File: config.mk
export PLATFORM = sky130hd
export DESIGN_NAME = pattern_playback
export DESIGN_NICKNAME = d
export VERILOG_FILES = /design/src/rtl/pattern_playback.sv
export SDC_FILE = /design/constraint.sdc
export NUM_CORES = 1
export LEC_CHECK = 0
export CAP_MARGIN = 20
export CORE_MARGIN = 8
export CORE_UTILIZATION = 40
export DETAILED_ROUTE_END_ITERATION = 10
export SLEW_MARGIN = 20
export SYNTH_ARGS = -nofsm -noshare
export SYNTH_HDL_FRONTEND = slang
export SYNTH_SLANG_ARGS = --single-unit
File: constraint.sdc
create_clock -name iClock -period 6.31 [get_ports iClock]
set_input_delay 0.631 -clock iClock [delete_from_list [all_inputs] [get_ports iClock]]
set_output_delay 0.631 -clock iClock [all_outputs]
set_load 0.005 [all_outputs]
File: src/rtl/pattern_playback.sv
// rtl/pattern_playback.sv - Simon-style sequence generator with VGA box playback
//
// Purpose:
//   Computer side of the sequence game. An 8-bit LFSR runs every clock; on
//   new_game its low two bits are sampled on 16 consecutive cycles to fill the
//   sequence memory. On start, the first `level` stored symbols are played
//   back. Each symbol is shown by drawing its 24x24 box and holding it lit.
//   The box is then erased to background colour, followed by a blank gap.
//
// Ports:
//   iClock, iResetn   clock, synchronous active-low reset
//   new_game          pulse, refill sequence memory (accepted only when idle)
//   start             pulse, play back first `level` symbols (idle only)
//   level[3:0]        number of symbols to play, sampled with start
//   seq_idx[3:0]      read address into sequence memory
//   seq_sym[1:0]      combinational read data mem[seq_idx]
//   busy              high whenever the controller is not idle
//   done              one-cycle pulse at the end of a fill or playback
//   oX[7:0], oY[6:0]  registered pixel coordinate
//   oColour[2:0]      registered pixel colour
//   oPlot             registered pixel write strobe
module pattern_playback #(
  parameter int         FLASH_CYCLES = 25_000_000,
  parameter int         GAP_CYCLES   = 12_500_000,
  parameter logic [7:0] SEED         = 8'hA5
) (
  input  logic       iClock,
  input  logic       iResetn,
  input  logic       new_game,
  input  logic       start,
  input  logic [3:0] level,
  input  logic [3:0] seq_idx,
  output logic [1:0] seq_sym,
  output logic       busy,
  output logic       done,
  output logic [7:0] oX,
  output logic [6:0] oY,
  output logic [2:0] oColour,
  output logic       oPlot
);

  typedef enum logic [2:0] {
    S_IDLE,
    S_FILL,
    S_LOAD,
    S_DRAW,
    S_HOLD,
    S_ERASE,
    S_GAP,
    S_DONE
  } state_t;

  localparam logic [24:0] HOLD_LAST = 25'(FLASH_CYCLES - 1);
  localparam logic [24:0] GAP_LAST  = 25'(GAP_CYCLES - 1);
  localparam logic [4:0]  SCAN_LAST = 5'd23;
  localparam logic [2:0]  COL_BOX   = 3'd5;
  localparam logic [2:0]  COL_BG    = 3'd7;

  state_t      r_state;
  state_t      w_next;

  logic [7:0]  r_lfsr;
  logic        w_feedback;
  logic [1:0]  r_mem [16];

  logic [3:0]  r_idx;
  logic [3:0]  r_level;
  logic [4:0]  r_dx;
  logic [4:0]  r_dy;
  logic [24:0] r_cnt;

  logic [7:0]  r_x;
  logic [6:0]  r_y;
  logic [2:0]  r_colour;
  logic        r_plot;

  logic        w_scan_last;
  logic        w_hold_last;
  logic        w_gap_last;
  logic        w_last_box;
  logic [1:0]  w_sym;
  logic [7:0]  w_box_x;
  logic [6:0]  w_box_y;

  // x^8+x^6+x^5+x^4+1, shifted left with the feedback entering bit 0
  assign w_feedback  = r_lfsr[7] ^ r_lfsr[5] ^ r_lfsr[4] ^ r_lfsr[3];

  assign w_scan_last = (r_dx == SCAN_LAST) && (r_dy == SCAN_LAST);
  assign w_hold_last = (r_cnt == HOLD_LAST);
  assign w_gap_last  = (r_cnt == GAP_LAST);
  // widened so idx+1 cannot wrap before the compare
  assign w_last_box  = (({1'b0, r_idx} + 5'd1) == {1'b0, r_level});

  assign w_sym       = r_mem[r_idx];
  assign seq_sym     = r_mem[seq_idx];

  assign oX          = r_x;
  assign oY          = r_y;
  assign oColour     = r_colour;
  assign oPlot       = r_plot;

  // top-left corner of the box belonging to the symbol being played
  always_comb begin
    w_box_x = 8'd38;
    w_box_y = 7'd54;
    case (w_sym)
      2'd0: begin w_box_x = 8'd38; w_box_y = 7'd54; end
      2'd1: begin w_box_x = 8'd68; w_box_y = 7'd84; end
      2'd2: begin w_box_x = 8'd68; w_box_y = 7'd54; end
      2'd3: begin w_box_x = 8'd98; w_box_y = 7'd54; end
      default: begin w_box_x = 8'd38; w_box_y = 7'd54; end
    endcase
  end

  always_ff @(posedge iClock) begin
    if (!iResetn) begin
      r_state <= S_IDLE;
    end else begin
      r_state <= w_next;
    end
  end

  always_comb begin
    w_next = r_state;
    busy   = 1'b1;
    done   = 1'b0;
    case (r_state)
      S_IDLE: begin
        busy = 1'b0;
        // a refill takes priority over playback when both arrive together
        if (new_game) begin
          w_next = S_FILL;
        end else if (start) begin
          w_next = S_LOAD;
        end
      end
      S_FILL: begin
        if (r_idx == 4'd15) begin
          w_next = S_DONE;
        end
      end
      S_LOAD: begin
        w_next = (r_level == 4'd0) ? S_DONE : S_DRAW;
      end
      S_DRAW: begin
        if (w_scan_last) begin
          w_next = S_HOLD;
        end
      end
      S_HOLD: begin
        if (w_hold_last) begin
          w_next = S_ERASE;
        end
      end
      S_ERASE: begin
        if (w_scan_last) begin
          w_next = S_GAP;
        end
      end
      S_GAP: begin
        if (w_gap_last) begin
          w_next = w_last_box ? S_DONE : S_DRAW;
        end
      end
      S_DONE: begin
        done   = 1'b1;
        w_next = S_IDLE;
      end
      default: begin
        w_next = S_IDLE;
      end
    endcase
  end

  // free-running so the moment a player presses start perturbs the sequence
  always_ff @(posedge iClock) begin
    if (!iResetn) begin
      r_lfsr <= SEED;
    end else begin
      r_lfsr <= {r_lfsr[6:0], w_feedback};
    end
  end

  always_ff @(posedge iClock) begin
    if (!iResetn) begin
      for (int i = 0; i < 16; i++) begin
        r_mem[i] <= 2'd0;
      end
    end else if (r_state == S_FILL) begin
      r_mem[r_idx] <= r_lfsr[1:0];
    end
  end

  // r_idx doubles as the fill address and the playback symbol index
  always_ff @(posedge iClock) begin
    if (!iResetn) begin
      r_idx   <= 4'd0;
      r_level <= 4'd0;
      r_dx    <= 5'd0;
      r_dy    <= 5'd0;
      r_cnt   <= 25'd0;
    end else begin
      case (r_state)
        S_IDLE: begin
          if (new_game) begin
            r_idx <= 4'd0;
          end else if (start) begin
            // latched so a level change mid-play cannot strand the sequencer
            r_level <= level;
          end
        end
        S_FILL: begin
          r_idx <= r_idx + 4'd1;
        end
        S_LOAD: begin
          r_idx <= 4'd0;
          r_dx  <= 5'd0;
          r_dy  <= 5'd0;
          r_cnt <= 25'd0;
        end
        S_DRAW, S_ERASE: begin
          if (r_dx == SCAN_LAST) begin
            r_dx <= 5'd0;
            r_dy <= (r_dy == SCAN_LAST) ? 5'd0 : r_dy + 5'd1;
          end else begin
            r_dx <= r_dx + 5'd1;
          end
        end
        S_HOLD: begin
          r_cnt <= w_hold_last ? 25'd0 : r_cnt + 25'd1;
        end
        S_GAP: begin
          if (w_gap_last) begin
            r_cnt <= 25'd0;
            if (!w_last_box) begin
              r_idx <= r_idx + 4'd1;
            end
          end else begin
            r_cnt <= r_cnt + 25'd1;
          end
        end
        default: begin
        end
      endcase
    end
  end

  // pixel lags the scan by one cycle; coordinates and colour hold between plots
  always_ff @(posedge iClock) begin
    if (!iResetn) begin
      r_x      <= 8'd0;
      r_y      <= 7'd0;
      r_colour <= 3'd0;
      r_plot   <= 1'b0;
    end else if ((r_state == S_DRAW) || (r_state == S_ERASE)) begin
      r_x      <= w_box_x + {3'b000, r_dx};
      r_y      <= w_box_y + {2'b00, r_dy};
      r_colour <= (r_state == S_DRAW) ? COL_BOX : COL_BG;
      r_plot   <= 1'b1;
    end else begin
      r_plot   <= 1'b0;
    end
  end

endmodule

==> flow_metrics.tcl, run 1 <==
set metrics [dict create \
    worstMarginPinSlew_ps 854 \
    synth_area_per_cell_um2 9.23 \
    drv_cap 0 \
    antenna_found_initial 0 \
    cts_root_buf "clkbuf_16" \
    setup_viol 0 \
    drt.antenna.violating_nets 0 \
    postCtsResizedCells 0 \
    placeableCoreArea_um2 14600 \
    crit_type "primary input to output pin" \
    design_area_um2 6650 \
    wl_met3_um 704 \
    syn-cell-area_um2 5970 \
    clk_pin_slew_worst_paths_ps 70 \
    final_common_cell "nand2_1" \
    hp-class "register to register" \
    numPortBuffers 34 \
    ys_ff_latch 108 \
    cts_tree "yes" \
    vias_per_cell 5.87 \
    dr.max_layer_used "met4" \
    die_w_um 138 \
    grt_pass1_vias 4579 \
    die_y_um 138 \
    grt_max_degree 63 \
    antenna_cells 0 \
    vdd_drop_max_mv 0.124 \
    ys_warn_count 0 \
    setup-tns-final_ps 0 \
    synth.largest_area_cell "dfxtp_1" \
    h-tree-depth 3 \
    synth_cell_types 62 \
    vias 4883 \
    cts_made_buffers 9 \
    holdBufCountCts 0 \
    arrival_ps 2940 \
    die-area_um2 19100 \
    clock_path_buffers 2 \
    wl_met1_um 6590 \
    synth_ff_type "dfxtp_1" \
    route.met2.wl_um 6580 \
    dpl-instance-area_um2 6380 \
    final_cell_mix "nand2_1, dfxtp_1, and3_1" \
    yosysTopAreaCellShare_pct 25.5 \
    insertion_delay_ps 350 \
    power-per-cell-area_nw_per_um2 281 \
    fin_crit_sh_pct 56.6 \
    wl_per_cell_um 16.8 \
    cp.required_ps 5680 \
    dpl.hpwl_um 9700 \
    grt_overflow 0 \
    max_slew_margin_pct 42.5 \
    p_leak_nw 2.39 \
    synth_edf_count 32 \
    postRouteWirelength_um 14000 \
    ys_seq_area_share_pct 41.5 \
    drtIter0Drc 456 \
    slew_violations 0 \
    start_util_pct 41.0 \
    max_freq_mhz 280 \
    ys_async_sr_fraction_pct 0 \
    whs_ps 408 \
    rsz0062_at_grt "no" \
    cp_max_fo 8 \
    fin_ws_ps 2740 \
    cts_setup_buffers 0 \
    period_needed_ps 3570 \
    dr.pass1.iters 5 \
    critPathLaunchType "primary input" \
    status "completed" \
    cp-end-kind "output pin" \
    rows 44 \
    clkSinkCount 108 \
    drc_errors 0 \
    fin_skew_ps 10.7 \
    grtUsageTotal_pct 14.4 \
    drive_above_1_share_pct 7.72 \
    syn_nets 675 \
    io-pin-count 35 \
    layout.nets 671 \
    syn_inst 647 \
    grt_pass1_wl_um 23300 \
    synthTopCellsByArea "dfxtp_1, edfxtp_1, mux4_2, nand2_1, and3_1" \
    place_ws_ps 2720 \
    place_congestion 0.838 \
    final_hold_viol_count 0 \
    syn_to_final_growth_pct 11.3 \
]
## sequential cells by signal, indices dropped and copies added, names as in the netlist, 4 cells and up, named ones only
register / flops
r_level: 4
r_cnt: 25
r_dy: 5
r_mem: 32
r_dx: 5
r_idx: 4
r_lfsr: 8
oY: 7
oX: 8
## per-stage QoR
stage	cells	util [%]	power [mW]
2_1_floorplan	647	-	1.19
3_3_place_gp	815	43.7	1.34
3_5_place_dp	816	43.7	1.35
4_1_cts	832	45.6	1.89
5_1_grt	832	45.6	1.98
6_report	832	45.6	1.87
## power breakdown
group / internal (mW) / total [mW] / switching [mW]
Clock: 0.271 / 0.531 / 0.260
Sequential: 0.768 / 0.855 / 0.0863
Combinational: 0.227 / 0.480 / 0.253
Total: 1.27 / 1.87 / 0.600
## path summary, 6_finish.rpt
check             cells past startpoint  slack (ps)    endpoint       start
setup / recovery                      4        2740  seq_sym[1]  seq_idx[0]
hold / removal                        1         410   r_lfsr[7]   r_lfsr[6]
setup reg to reg                     12        2850       oX[5]    register
hold reg to reg                       1         410   r_lfsr[7]   r_lfsr[6]
## cells in the mapped netlist (2+ instances only)
| master | count |
|---|---|
| nor2_1 | 33 |
| nor4b_1 | 2 |
| nand4b_1 | 4 |
| nand2_1 | 86 |
| or2_2 | 2 |
| nor2b_1 | 4 |
| a22oi_1 | 3 |
| o22ai_1 | 6 |
| ha_1 | 15 |
| a311oi_1 | 2 |
| and3_1 | 43 |
| nand3b_1 | 3 |
| a31oi_1 | 11 |
| a21oi_1 | 31 |
| nand2b_1 | 8 |
| edfxtp_1 | 32 |
| or3_1 | 4 |
| dfxtp_1 | 76 |
| clkbuf_1 | 51 |
| nor4_1 | 9 |
| xnor2_1 | 11 |
| mux2i_1 | 11 |
| mux4_2 | 20 |
| nand4_1 | 17 |
| a211oi_1 | 5 |
| o21ai_0 | 15 |
| and2_1 | 15 |
| and4_1 | 4 |
| o311ai_0 | 6 |
| nor3_1 | 7 |
| xor2_1 | 8 |
| o31ai_1 | 5 |
| nand3_1 | 30 |
| o211ai_1 | 5 |
| inv_1 | 24 |
| a41oi_1 | 13 |
## worst max-delay path, cell delays in order
cell and delay [ps]:
clkdlybuf4s50_1 790, mux4_2 580, mux4_2 470, clkdlybuf4s50_1 460
## cell families (layout without fill, tap and decap cells)
kind of cell	count (synthesis)	after routing	synth area share, %
multiplexers	31	31	9.38
XOR/XNOR	19	19	2.79
AND/OR/NAND/NOR	281	281	25.0
adder cells (fa/ha/maj)	16	16	3.48
buffers and inverters	78	79	4.98
flip-flops	108	108	41.5
AO/OA/AOI/OAI	114	114	12.8
## final cells by class
cell class              instances  area (um^2)
fillers                      1395         7940
repair buffers                 39          370
inverters                      24         90.1
multi-input cells             461         3200
flip-flops and latches        108         2480
well taps                     184          230
clock inverters                 5         37.5
clock buffers                  11          233
## layer usage
layer,global-route usage (%),vias up
li1,-,2374
met1,19.1,2379
met2,22.7,120
met3,3.18,10
met4,5.03,0
met5,0,-
Power figures use the tool's default switching activity.
==> inputs of run 2 (changes only) <==
==> constraint.sdc (replaced) <==
create_clock -name iClock -period 2.9 [get_ports iClock]
set_input_delay 0.29 -clock iClock [delete_from_list [all_inputs] [get_ports iClock]]
set_output_delay 0.29 -clock iClock [all_outputs]
set_load 0.005 [all_outputs]
==> run 2 against run 1 <==
Against the previous run: the flow now finishes with violations (negative setup slack); register-to-register slack lost 2900 ps; sequential share of layout area shrank 1.5 points; die area is the same; design area grew 4.4%; clock skew grew 0.72 ps; highest routed layer unchanged.
==> flow_metrics.tcl, run 2 (synthesis results as in run 1) <==
set metrics [dict create \
    status "complete, but fails checks" \
    violations "negative setup slack" \
    die-area_um2 19100 \
    numPortBuffers 34 \
    cp.required_ps 3190 \
    r2r_cells 13 \
    holdPathStages 1 \
    slew_violations 0 \
    reg2reg_to "oX[5]" \
    critPathLaunchType "register" \
    p_leak_nw 2.51 \
    drv_cap 0 \
    drt.antenna.violating_nets 0 \
    final_cell_mix "nand2_1, dfxtp_1, and3_1" \
    holdBufCountCts 0 \
    clkSinkCount 108 \
    regMostFlops "r_mem" \
    hp-class "register to register" \
    nFillCells 1377 \
    place_ws_ps -137 \
    cp_max_fo 8 \
    insertion_delay_ps 360 \
    dpl.hpwl_um 10100 \
    vias 4928 \
    power-per-cell-area_nw_per_um2 627 \
    design_area_um2 6940 \
    arrival_ps 3240 \
    grt_pass1_wl_um 24500 \
    io-pin-count 35 \
    h-tree-depth 3 \
    worstMarginPinSlew_ps 898 \
    crit_path_max_incr_delay_ps 510 \
    vias_per_cell 5.78 \
    fin_ws_ps -50.2 \
    drive_above_1_share_pct 13.6 \
    max_slew_margin_pct 40.1 \
    top_regs "r_mem x32, r_cnt x25" \
    fin_crit_sh_pct 102 \
    final_hold_viol_count 0 \
    grt_max_degree 42 \
    layout.nets 691 \
    wl_per_cell_um 17.3 \
    drc_errors 0 \
    die_y_um 138 \
    placeableCoreArea_um2 14600 \
    grt_overflow 0 \
    hold_end "r_lfsr[7]" \
    setup_viol 2 \
    cts_root_buf "clkbuf_16" \
    cts_tree "yes" \
    period_needed_ps 2950 \
    die_w_um 138 \
    hp-start "r_lfsr[6]" \
    vdd_drop_max_mv 0.295 \
    place_congestion 0.847 \
    ff2ff_setup_slack_ps -50 \
    cp-end-kind "register" \
    grt_pass1_vias 4763 \
    setup-tns-final_ps -79.4 \
    clk_pin_slew_worst_paths_ps 80 \
    antenna_found_initial 0 \
    grtUsageTotal_pct 15.3 \
    fin_skew_ps 11.4 \
    largest_reg_flops 32 \
    dpl-instance-area_um2 6530 \
    final_common_cell "nand2_1" \
    clock_path_buffers 2 \
    start_util_pct 41.0 \
    path_cells "buf_12 > mux4_2 > mux4_2 > inv_2 > ha_4 > inv_4 > ha_4 > inv_2 > fa_2 > nor2_4 > xnor2_2 > nand2_1 > a21oi_1" \
    rows 44 \
    antenna_cells 0 \
    rsz0062_at_grt "yes" \
    postRouteWirelength_um 14800 \
    syn_to_final_growth_pct 16.1 \
    crit_type "register to register" \
    dr.pass1.iters 5 \
    cts_made_buffers 9 \
    drtIter0Drc 331 \
    crit_slowest_cell "mux4_2" \
    max_freq_mhz 339 \
]
[run 2: layout make-up]
type	count	area (um^2)	area share (%)
multi-input cells	461	3290	47.4
flip-flops and latches	108	2480	35.8
repair buffers	59	548	7.90
clock buffers	10	250	3.61
well taps	184	230	3.32
inverters	24	92.6	1.33
clock inverters	6	46.3	0.667
[run 2: repair_timing]
item,4_1_cts,5_1_grt
gates resized for setup,14,9
buffers inserted,2,2
pin swaps,5,14
endpoints found under the setup margin,5,9
gates cloned,0,0
[run 2: worst max-delay path by stage]
stage                     slack, ps  depth (start not counted)  startpoint    end
after floorplan                  10                         13    register  oX[5]
after global placement          -60                         13    register  oX[5]
after detailed placement       -140                         13    register  oX[5]
after CTS                       -80                         13    register  oX[5]
after global routing           -180                         13    register  oX[5]
final                           -50                         13    register  oX[5]
[run 2: where the power goes]
part / total [mW] / switching [mW] / internal (mW)
sequential: 1.80 / 0.124 / 1.67
clock: 1.25 / 0.602 / 0.648
combinational: 1.30 / 0.677 / 0.626
[run 2: worst max-delay path: cells and delay by family (launching register included)]
family | cells | cell delay, ps
AO/OA/AOI/OAI | 1 | 170
multiplexers | 2 | 1000
adder cells (fa/ha/maj) | 3 | 710
AND/OR/NAND/NOR | 2 | 200
buffers and inverters | 4 | 330
flip-flops | 1 | 350
XOR/XNOR | 1 | 110
[run 2: stage by stage]
stage          hold WS [ps]  std cells  utilization [%]  power (mW)
2_1_floorplan           386        647                -        2.61
3_3_place_gp            392        832             44.7        3.01
3_5_place_dp            405        832             44.7        3.05
4_1_cts                 421        850             47.2        4.36
5_1_grt                 442        852             47.6        4.60
6_report                415        852             47.6        4.35
[run 2: layer usage]
layer  vias up  routed length [um]  global-route usage, %
li1       2418                   -                      -
met1      2378                7010                   20.1
met2       114                6910                   24.5
met3        18                 624                   2.95
met4         0                 230                   5.38
met5         -                   0                      0
==> inputs of run 3 (changes only) <==
--- a/config.mk
+++ b/config.mk
@@ -9,6 +9,7 @@
 export CORE_MARGIN = 8
 export CORE_UTILIZATION = 40
 export DETAILED_ROUTE_END_ITERATION = 10
+export DONT_BUFFER_PORTS = 1
 export SLEW_MARGIN = 20
 export SYNTH_ARGS = -nofsm -noshare
 export SYNTH_HDL_FRONTEND = slang
==> run 3 against run 2 <==
Against the previous run: routed wire length decreased by 4.4%; count of clock-buffer cells in the layout is 1 lower; the flow still finishes with violations (negative setup slack); via count decreased by 3.0%; hold slack got worse by 380 ps; non-clock buffer count decreased by 36; combinational power down 12%.
==> flow_metrics.tcl, run 3 (synthesis results as in run 1) <==
set metrics [dict create \
    insertion_delay_ps 350 \
    dr.pass1.iters 5 \
    final_common_cell "nand2_1" \
    grt_overflow 0 \
    final_cell_mix "nand2_1, dfxtp_1, and3_1" \
    numPortBuffers 0 \
    slew_violations 0 \
    drive_above_1_share_pct 13.8 \
    io-pin-count 35 \
    clock_path_buffers 2 \
    p_leak_nw 2.39 \
    reg2reg_to "oX[5]" \
    layoutNonFillerInstCount 816 \
    syn_to_final_growth_pct 10.9 \
    grt_use_met1_pct 19.1 \
    die_y_um 138 \
    die-area_um2 19100 \
    cp.required_ps 3180 \
    vias_per_cell 5.86 \
    fin_util_pct 45.4 \
    antenna_found_initial 0 \
    path_cells "buf_12 > mux4_2 > mux4_2 > inv_2 > ha_4 > inv_4 > ha_4 > inv_2 > fa_2 > nor2_4 > xnor2_1 > nand2_1 > a21oi_1" \
    grt.busiest_layer "met2" \
    postRouteWirelength_um 14100 \
    top_regs "r_mem x32, r_cnt x25" \
    die_w_um 138 \
    dpl-instance-area_um2 6180 \
    hold_end "r_lfsr[0]" \
    dp.cells 797 \
    cp-end-kind "register" \
    power-per-cell-area_nw_per_um2 631 \
    status "complete, but fails checks" \
    rows 44 \
    cts_root_buf "clkbuf_16" \
    vias 4782 \
    max_slew_margin_pct 44.3 \
    setup_viol 3 \
    cts_made_buffers 9 \
    hp-start "iResetn" \
    setup-tns-final_ps -86.7 \
    gr-usage-met2_pct 23.2 \
    place_congestion 0.856 \
    drv_cap 0 \
    fin_skew_ps 9.96 \
    grt_pass1_wl_um 23300 \
    start_util_pct 41.0 \
    design_area_um2 6630 \
    violations "negative setup slack" \
    drc_errors 0 \
    arrival_ps 3230 \
    layout.nets 655 \
    hp-class "primary input to register" \
    grt_pass1_vias 4605 \
    fin_crit_sh_pct 102 \
    drt.antenna.violating_nets 0 \
    holdBufCountCts 0 \
    ff2ff_setup_slack_ps -50 \
    crit_type "register to register" \
    regMostFlops "r_mem" \
    fin_ws_ps -48.1 \
    rsz0062_at_grt "yes" \
    period_needed_ps 2950 \
    crit_slowest_cell "mux4_2" \
    final_hold_viol_count 0 \
    clk_pin_slew_worst_paths_ps 70 \
    grtUsageTotal_pct 14.5 \
    crit_path_max_incr_delay_ps 530 \
    met3_usage_pct 2.50 \
    critPathLaunchType "register" \
    max_freq_mhz 339 \
    holdPathStages 1 \
    dpl.hpwl_um 9490 \
    largest_reg_flops 32 \
    placeableCoreArea_um2 14600 \
    antenna_cells 0 \
    drtIter0Drc 364 \
    vdd_drop_max_mv 0.324 \
    grt_max_degree 63 \
    worstMarginPinSlew_ps 835 \
    cts_tree "yes" \
    cp_max_fo 8 \
    r2r_cells 13 \
    wl_per_cell_um 17.3 \
    clkSinkCount 108 \
    h-tree-depth 3 \
]
[run 3: area by class of cell]
type | instances | area [um^2]
clock buffers | 9 | 225
clock inverters | 7 | 71.3
fillers | 1406 | 7960
inverters | 24 | 92.6
multi-input cells | 461 | 3310
flip-flops and latches | 108 | 2480
well taps | 184 | 230
repair buffers | 23 | 209
[run 3: how the worst max path moves through the flow]
stage / to / slack, ps
after floorplan: oX[5] / 10
after global placement: oX[5] / -70
after detailed placement: oX[5] / -170
after CTS: oX[5] / -80
after global routing: oX[5] / -150
final: oX[5] / -50
[run 3: worst max-delay path, delay by kind of cell (launching register included)]
| kind | cells | cell delay (ps) |
|---|---|---|
| xor+xnor | 1 | 120 |
| flops | 1 | 340 |
| simple gates | 2 | 190 |
| mux | 2 | 1020 |
| compound gates | 1 | 160 |
| fa+ha+maj | 3 | 720 |
| buf+inv | 4 | 320 |
[run 3: per-stage QoR]
step	worst slack, ps	hold slack, ps	power [mW]
2_1_floorplan	12.2	386	2.61
3_3_place_gp	-65.8	373	2.86
3_5_place_dp	-169	373	2.89
4_1_cts	-80.0	1.71	4.19
5_1_grt	-148	17.9	4.42
6_report	-48.1	35.4	4.18
[run 3: what timing repair did]
item,CTS,global route
setup endpoints to repair,6,9
gates resized for setup,14,15
endpoints found under the hold margin,0,0
pin swaps,7,15
buffers inserted,1,4
[run 3: metal layers]
metal	wire length, um	part of all wire, %	vias to the layer above
li1	-	-	2346
met1	6570	47	2312
met2	6680	47	114
met3	706	5.0	10
met4	168	1.2	0
met5	0	0	-
[run 3: report_power, final]
| part | internal (mW) | switching [mW] |
|---|---|---|
| clock | 0.674 | 0.575 |
| sequential | 1.67 | 0.122 |
| combinational | 0.504 | 0.633 |
| total | 2.85 | 1.33 |
